## src/rtl/ntt_coeff_loader.sv

```systemverilog
// Streams signed coefficients into a dual-port polynomial RAM. It reduces each one into [0,Q-1] and writes even/odd pairs together.
// Each write lands one cycle after its odd coefficient is accepted; hold_i stalls acceptance only, never a write already scheduled.
module ntt_coeff_loader #(
    parameter int Q = 8380417,
    parameter int N = 256
) (
    input  logic        clk_i,
    input  logic        rst_i,
    input  logic        start_i,
    input  logic        coeff_valid_i,
    input  logic [23:0] coeff_i,
    output logic        coeff_ready_o,
    input  logic        hold_i,
    output logic        wren_o,
    output logic [7:0]  addr1_o,
    output logic [7:0]  addr2_o,
    output logic [23:0] data1_o,
    output logic [23:0] data2_o,
    output logic        busy_o,
    output logic        done_o,
    output logic        err_o
);

    typedef enum logic [1:0] {IDLE, LOAD, FLUSH, DONE} state_t;

    localparam logic signed [24:0] QM1  = 25'(Q - 1);
    localparam logic [23:0]        QV   = 24'(Q);
    localparam logic [7:0]         LAST = 8'(N - 1);

    state_t             state;
    state_t             state_nxt;
    logic [7:0]         idx;
    logic [23:0]        even_q;
    logic signed [24:0] coeff_s;
    logic               oor;
    logic               accept;
    logic [23:0]        red;

    always_comb begin
        coeff_s = $signed({coeff_i[23], coeff_i});
        oor     = (coeff_s > QM1) || (coeff_s < -QM1);
        if (oor)
            red = 24'd0;
        else if (coeff_i[23])
            red = coeff_i + QV;
        else
            red = coeff_i;
    end

    assign coeff_ready_o = (state == LOAD) && !hold_i;
    assign accept        = coeff_valid_i && coeff_ready_o;
    assign busy_o        = (state == LOAD) || (state == FLUSH);
    assign done_o        = (state == DONE);

    always_comb begin
        state_nxt = state;
        case (state)
            IDLE:    if (start_i) state_nxt = LOAD;
            LOAD:    if (accept && idx == LAST) state_nxt = FLUSH;
            FLUSH:   state_nxt = DONE;
            DONE:    state_nxt = IDLE;
            default: state_nxt = IDLE;
        endcase
    end

    always_ff @(posedge clk_i) begin
        if (rst_i) begin
            state   <= IDLE;
            idx     <= 8'd0;
            even_q  <= 24'd0;
            wren_o  <= 1'b0;
            addr1_o <= 8'd0;
            addr2_o <= 8'd0;
            data1_o <= 24'd0;
            data2_o <= 24'd0;
            err_o   <= 1'b0;
        end else begin
            state  <= state_nxt;
            wren_o <= 1'b0;
            if (state == IDLE && start_i) begin
                idx   <= 8'd0;
                err_o <= 1'b0;
            end
            if (accept) begin
                idx <= idx + 8'd1;
                if (oor)
                    err_o <= 1'b1;
                // Even coefficient waits in even_q so both RAM ports write in the same cycle.
                if (!idx[0]) begin
                    even_q <= red;
                end else begin
                    wren_o  <= 1'b1;
                    addr1_o <= idx - 8'd1;
                    addr2_o <= idx;
                    data1_o <= even_q;
                    data2_o <= red;
                end
            end
        end
    end

endmodule

```

## config.mk

```make
export PLATFORM = sky130hd
export DESIGN_NAME = ntt_coeff_loader
export DESIGN_NICKNAME = d
export VERILOG_FILES = /design/src/rtl/ntt_coeff_loader.sv
export SDC_FILE = /design/constraint.sdc
export NUM_CORES = 1
export LEC_CHECK = 0
export CAP_MARGIN = 20
export CORE_MARGIN = 2
export CORE_UTILIZATION = 40
export CTS_BUF_LIST = sky130_fd_sc_hd__clkbuf_16
export DETAILED_ROUTE_END_ITERATION = 8
export PLACE_DENSITY_LB_ADDON = 0.2
export SETUP_SLACK_MARGIN = 0.3
export SLEW_MARGIN = 40
export SYNTH_ARGS = -nofsm -noshare
export SYNTH_HDL_FRONTEND = slang
export SYNTH_SLANG_ARGS = --single-unit
```

## constraint.sdc

```tcl
create_clock -name clk_i -period 2.4 [get_ports clk_i]
set_input_delay 0.48 -clock clk_i [delete_from_list [all_inputs] [get_ports clk_i]]
set_output_delay 0.48 -clock clk_i [all_outputs]
set_load 0.01 [all_outputs]
```

Word level (Yosys, flattened, before mapping):

Cells that the tools add are included.

* logic and storage cells: 46
* bits in registers: 100
* bits in writable memories: 0
* latch bits: 0
* memory bits (read-only): 0
* output and inout port bits: 69
* input bits: 29
* memories kept: 0

* $mul: 0
* bitwise gates (word level): 2
* add/subtract/negate cells: 3
* $lt $le $gt $ge: 2
* divide/modulo/power cells: 0
* reductions and logical operators: 13
* shifts and indexed selects: 0
* mux-type cells: 11
* equal/unequal tests: 6

Operators with widths (number)
* 2-to-1 mux 24 bit: 2
* adder 24 x 23 -> 24 bit (second input constant): 1
* greater-than comparator 24 bit (second input constant): 1
* less-than comparator 24 bit (second input constant): 1
* 2-to-1 mux 8 bit: 2
* adder 8 x 1 -> 8 bit (second input constant): 1
* equality test 8 bit (second input constant): 1
* case mux 2 bit (4 select lines): 1
* subtractor 8 x 1 -> 8 bit (second input constant): 1
* AND reduction 2 bit: 3
* equality test 2 bit (second input constant): 2
* logical AND 1 bit: 4
* 2-to-1 mux 1 bit: 4
* 2-to-1 mux 2 bit: 2
* equality test 2 x 1 -> 1 bit (second input constant): 1
* zero test 2 bit: 1
* logical OR 1 bit: 2
* != test 2 x 1 -> 1 bit (second input constant): 1
* != test 2 bit (second input constant): 1
* NOT 1 bit: 2
* nonzero test 2 bit: 1
* OR reduction 2 bit: 1
* zero test 1 bit: 1

Depth between registers and ports, before layout:

Gate-level depths: netlist (run 1).

* depth in word-level cells: 6
* mapped depth: 9
* mapped depth without buffers: 7

Least setup slack after synthesis (run 1):

Ideal clock, no wire load.

* kind: input -> register
* start: input port coeff_i[0]
* end: register data2_o[12]
* setup slack: 0.397 ns
* required time: 2.314 ns
* arrival: 1.917 ns
* stages on the path: 9
* path through: inv_1 ha_1 nor4b_2 nand3_2 and2_4 buf_6 or3_1 buf_6 a221oi_2

* cells in the longest elaborated chain, start to end: 3
* elaborated cells on any way between the ends: 6
* classes of those cells: add/sub: 1; order compare: 2; mux: 2; reduce/logical: 1

Ends and longest elaborated chain
* from (decl): line 11 `input logic [23:0] coeff_i,`
* adder 24 x 23 -> 24 bit, or another cell as far along: line 45 `red = coeff_i + QV;`
* 2-to-1 mux 24 bit / logical OR 1 bit (equally long branches): line 44, 41
* 2-to-1 mux 24 bit (*): line 42 `if (oor)`
* to (signal assigned): line 96 `data2_o <= red;`
* to (decl): line 18 `output logic [23:0] data2_o,`

Every way passes the cells marked *; elsewhere a longest branch is shown, timed or not.
A chain may end at the register's enable or synchronous reset.

Worst setup path in the final report (run 1):

* start: input port coeff_i[9]
* end: register data2_o[18]

Same word-level chain as after synthesis.

==> impl_results.md, run 1 <==
- Buf+Inv Stages, Crit Path: 1
- Detail Route Antenna Nets: 0
- I/O pin total: slightly below 100
- GRT Total Usage: roughly a fifth
- Arrival time worst endpoint: approximately 2300 ps
- Ys async rst share: 0%
- Ant. Diodes: 0
- WL/cell: 15.3 µm
- Dpl cells: ~740
- Cell taking the most area after synthesis: dfxtp_1
- Post-synthesis sequential area ratio: between 40% and 50%
- Global-route wire length before repair: 19200 µm
- Most frequent cell after synthesis: nand2_1
- Critical path fanouts, max: 8
- Setup violations, final: 0
- Die Width: 108 µm
- Register area: roughly 0.0020 mm²
- Clock transition at the registers of the reported paths: around 70 ps
- Worst setup EP type: flip-flop
- Die ar.: roughly 0.012 mm²
- Drt drc: 0
- Fill count: between 900 and 1000
- DRT Wirelength: ~12000 µm
- Ys Warns: 0
- Worst Hold Path EP: data1_o[8]
- Max stage delay on crit path: 620 ps
- Htree depth: 3
- Maximum clock rate: 484 MHz
- Post-synth top cells: 111 x nand2_1, 100 x dfxtp_1, 47 x a21oi_1
- Critical R2R Launch: state[1]
- Slowest-stage cell, CP: or4_4
- Tmin final: 2070 ps
- Placer congestion estimate: about 0.86
- Peak supply drop: about 430 µV
- Critical path cell sequence: clkdlybuf4s50_1 -> nor4b_2 -> nand3_2 -> and2_4 -> or4_4 -> o21ai_2
- Post-Synthesis Cells: a little under 500
- Post-Syn Nets: between 500 and 600
- Hold Vio Cnt, Final: 0
- Setup TNS Final: 0 ps
- Avg Inst Size Synth: approximately 8.8 µm²
- Fin crit share: between 80% and 90%
- Die Ht: approximately 110 µm
- EDFF count, synth: 0
- Synth top area cells: dfxtp_1 47%, nand2_1 9.7%, a21oi_1 5.5%
- Area of the multi-input gates: about 0.0022 mm²
- Synth top area share: a little under half
- Yosys reg bits: 100
- Total clock sinks: 100
- Vias in the first global route: 3776
- Layout cell share with drive strength beyond 1: a little under a fifth
- First-iteration detailed-routing DRC count: around 200
- Slew HR: 65.4%
- Largest net degree at the start of global routing: 32
- Initial core utilization: 41.5%
- Slew of the pin with the lowest slew margin: a little over 500 ps
- CTS tree: yes
- Vias: roughly 4000
- Leakage: roughly 2.2 nW
- Worst path top cell family by delay: simple AND/OR/NAND/NOR gates
- Clk Latency, worst-skew pair: between 300 and 400 ps
- Hold Startpoint: even_q[8]
- Clock buffer depth: 2
- Gr ovfl total: 0
- Unique masters post-synth: 49
- WS Path Type: input pin to flip-flop
- Startpoint Class: input pin
- Status: complete, no violations
- Max Cap Viol: 0
- Core area: 0.0104 mm²
- Crit path required time: between 2000 and 3000 ps
- RSZ-0062 raised after global routing: true
- FP Rows: 37
- HPWL after DPL: slightly below 9000 µm
- Reg2reg end: data2_o[14]
- Cell Area, Synth: roughly 0.0043 mm²
- PwrDens: 622 mW/mm²
- Main synth FF type: dfxtp_1
- Root Driver: clkbuf_16
- Vias/cell: a little over 5
- CTS buffer count: 9
- Non-filler cells, final: 764
- Final nets: 661
- Fin Clk Skew: approximately 6.6 ps
- Port buffer count: between 90 and 100
- Worst reg2reg setup slack: between 400 and 500 ps
- Initial antenna violation count: 0
- Layout overhead on the synthesized area: 42.1%
- Worst Reg-to-Reg Cells: 8
- Worst hold path depth: 2
- Min-Delay Path Class: flip-flop to flip-flop
- First-pass DRT Iterations: 4
- Max Slew Vio Count: 0
-- metrics by stage --
stage	utilization, %	setup WS (ps)	area [µm²]	power [W]	hold slack, ps
2_1_floorplan	-	397	4300	0.00209	425
3_3_place_gp	54.3	-88.8	5630	0.00234	440
3_5_place_dp	54.3	-118	5630	0.00236	444
4_1_cts	57.7	228	5990	0.00381	453
5_1_grt	58.9	195	6110	0.00395	464
6_report	58.9	334	6110	0.00380	453
-- power by group --
group          internal, W  total [W]  switching (W)
registers          0.00171    0.00176      0.0000416
clock network     0.000816    0.00146       0.000649
logic             0.000256   0.000578       0.000322
-- cell type report --
cell class	count	area share [%]
clock buffers	9	3.69
repair buffers	151	22.8
multi-input cells	352	36.1
flip-flops and latches	100	32.8
clock inverters	7	1.25
inverters	9	0.553
well taps	136	2.79
-- worst max-delay path by stage --
stage / cells after the start / to / start / slack [ps]
after global routing: 8 / data2_o[21] / coeff_i[18] / 190
after floorplan: 9 / data2_o[12] / coeff_i[0] / 400
after CTS: 4 / coeff_ready_o / state[1] / 230
after global placement: 8 / data2_o[12] / coeff_i[0] / -90
final: 6 / data2_o[18] / coeff_i[9] / 330
after detailed placement: 8 / data2_o[12] / coeff_i[0] / -120
-- tightest hold or removal path, delay by kind of cell (launching register included) --
family / cells / cell delay [ps]
DFF: 1 / 310
AOI/OAI and AO/OA: 1 / 50
and+or+nand+nor: 1 / 50
-- registers in the layout, summed over array words and instances (netlist names) --
register / cells
state: 2
even_q: 24
addr1_o: 8
wren_o: 1
data2_o: 24
addr2_o: 8
data1_o: 24
idx: 8
err_o: 1
-- metal layers --
metal  global-route usage, %  up-vias  share of wire (%)
met5                       0        -                  0
met4                    4.76        0                1.1
met3                    4.12       10                5.9
met2                    31.7      123                 44
met1                    30.7     1862                 49
li1                        -     1971                  -
-- logic make-up (layout without fill, tap and decap cells) --
logic type	count (synthesis)	count (layout)	synth area share (%)
AO/OA/AOI/OAI	106	106	16.5
adder cells (fa/ha/maj)	9	9	2.62
XOR/XNOR	23	23	4.69
AND/OR/NAND/NOR	210	210	23.8
multiplexers	4	4	0.990
flip-flops	100	100	46.6
buffers and inverters	39	176	4.77
-- layout by cell type, fill, tap and decap left out, drive strengths merged, types with 3 or more instances in the layout --
cell,count
nand3,10
dfxtp,100
nand3b,6
and2,5
a211oi,5
o31ai,7
ha,9
a22o,14
inv,12
dlymetal6s2s,8
clkbuf,9
clkdlybuf4s50,85
a221oi,4
nand2b,4
o21ai,23
nor4,10
xnor2,14
nor3,13
and3,3
buf,55
xor2,9
nand2,111
dlygate4sd2,3
a21oi,47
nand4,8
clkinvlp,3
nor2,26
or3,4
-- timing repair --
item | 4_1_cts | 5_1_grt
hold endpoints to repair | 0 | 0
gates resized for setup | 12 | 24
hold buffers | 0 | 0
pin swaps | 2 | 7
buffers inserted | 2 | 3
setup endpoints to repair | 23 | 33
Note: power is estimated with default switching activity, not from simulation.
==> run 2, diff against run 1 <==
--- a/config.mk
+++ b/config.mk
@@ -6,7 +6,7 @@
 export NUM_CORES = 1
 export LEC_CHECK = 0
 export CAP_MARGIN = 20
-export CORE_MARGIN = 2
+export CORE_MARGIN = 5
 export CORE_UTILIZATION = 40
 export CTS_BUF_LIST = sky130_fd_sc_hd__clkbuf_16
 export DETAILED_ROUTE_END_ITERATION = 8
==> run 2 against run 1 <==
Effect of this change:
- global-route usage decreased by 2.4 points
- clock power is 5% higher
- clock skew is 1.5 ps higher
==> impl_results.md, run 2 (synthesized netlist as in run 1, its figures left out) <==
- Status: complete, no violations
- Htree depth: 3
- Largest net degree at the start of global routing: 35
- Gr ovfl total: 0
- Peak supply drop: approximately 450 µV
- Slew of the pin with the lowest slew margin: 487 ps
- DRT Wirelength: approximately 12000 µm
- Detail Route Antenna Nets: 0
- Fill count: 928
- Most frequent cells in the layout: 108 x nand2_1, 99 x dfxtp_1, 90 x clkdlybuf4s50_1, 47 x a21oi_1, 46 x buf_4
- Regs by FF count: data1_o (24), data2_o (24), even_q (24)
- Setup violations, final: 0
- Fin crit share: 87.1%
- Root Driver: clkbuf_16
- Max Cap Viol: 0
- Tmin final: between 2000 and 2500 ps
- Vias/cell: roughly 5.2
- Initial core utilization: just over 40%
- WS Path Type: input pin to flip-flop
- Hold Vio Cnt, Final: 0
- Hold Startpoint: even_q[2]
- Critical R2R Launch: state[1]
- Layout cell share with drive strength beyond 1: between 10% and 20%
- RSZ-0062 raised after global routing: true
- Area of the multi-input gates: about 0.0022 mm²
- WL/cell: 15.8 µm
- Ant. Diodes: 0
- Layout overhead on the synthesized area: 41.1%
- Fin Clk Skew: 8.15 ps
- Worst setup EP type: flip-flop
- First-pass DRT Iterations: 7
- FP Rows: 37
- Commonest non-fill, non-tap cell in the layout: nand2_1
- CTS tree: yes
- Crit path required time: 2640 ps
- Clock buffer depth: 2
- Port buffer count: 97
- Maximum clock rate: ~480 MHz
- Clk Latency, worst-skew pair: 330 ps
- Die Width: around 110 µm
- Die Ht: between 100 and 150 µm
- Final nets: approximately 660
- Arrival time worst endpoint: between 2000 and 2500 ps
- Cell area after layout: 0.00607 mm²
- Register area: about 0.0020 mm²
- PwrDens: between 600 and 700 mW/mm²
- Die ar.: around 0.013 mm²
- CP startpoint: coeff_i[1]
- Cell Area, Placed: 0.00563 mm²
- Global-route wire length before repair: approximately 20000 µm
- Worst reg2reg setup slack: approximately 430 ps
- Leakage: roughly 2.2 nW
- Drt drc: 0
- Vias in the first global route: 3841
- Critical path fanouts, max: 6
- Setup TNS Final: 0 ps
- Clock transition at the registers of the reported paths: approximately 70 ps
- Total clock sinks: 100
- CTS buffer count: 9
- Core area: approximately 0.010 mm²
- First-iteration detailed-routing DRC count: 300
- Placer congestion estimate: just over 0.9
- I/O pin total: 98
- GRT Total Usage: between 15 and 20%
- Startpoint Class: input pin
- Initial antenna violation count: 0
- HPWL after DPL: between 8000 and 9000 µm
- Min-Delay Path Class: flip-flop to flip-flop
- Max Slew Vio Count: 0
- Slew HR: 67.2%
- Vias: between 3000 and 4000
## run 2: changes by cell type in the layout (fill, tap and decap cells not counted), moves of 3 or more
cell	delta
buf_4	-6
clkdlybuf4s50_1	+5
dlymetal6s2s_1	-4
nor4_1	+3
o21ai_0	-3
o21ai_1	+3
## run 2: metrics by stage
stage | util [%] | total power [W] | worst slack, ps | std cells | hold WS, ps
floorplan | - | 0.00209 | 397 | 491 | 425
global placement | 54.0 | 0.00234 | -99.5 | 741 | 440
detailed placement | 54.0 | 0.00236 | -118 | 741 | 442
CTS | 57.2 | 0.00387 | 332 | 757 | 455
global route | 58.2 | 0.00403 | 243 | 759 | 479
finish | 58.2 | 0.00387 | 309 | 759 | 450
## run 2: layout make-up
type                            count  area share (%)
Sequential cell                   100            33.0
Multi-Input combinational cell    352            35.9
Timing Repair Buffer              146            22.5
Clock buffer                        9            3.71
Tap cell                          136            2.80
Inverter                            9           0.557
Clock inverter                      7            1.46
## run 2: timing repair
action	CTS	global route
endpoints found under the setup margin	31	48
gates cloned	0	0
hold endpoints to repair	0	0
buffers inserted	0	2
resized for setup	7	24
hold buffers	0	0
pin swaps	1	10
## run 2: worst paths after layout
kind,to,cells past startpoint
worst min-delay path,data1_o[2],2
worst min register to register,data1_o[2],2
worst max register to register,data2_o[19],6
worst max-delay path,even_q[10],8
## run 2: critical path: stages
cell,delay [ps]
clkdlybuf4s50_1,410
inv_1,60
ha_1,140
nor4b_4,220
nand3_2,140
and2_4,180
or3_4,420
a221oi_1,270
## run 2: metal layers
metal  track usage (%)  routed length (µm)  vias up
met5                 0                   0        -
met1              25.6                5490     1852
met3              3.61                 654       11
met2              30.1                5710      118
li1                  -                   -     1957
met4              4.25                 119        0
## run 2: report_power, final
group | internal, W | total (W) | switching [W]
clock network | 0.000909 | 0.00153 | 0.000625
registers | 0.00172 | 0.00176 | 0.0000400
logic | 0.000253 | 0.000576 | 0.000324
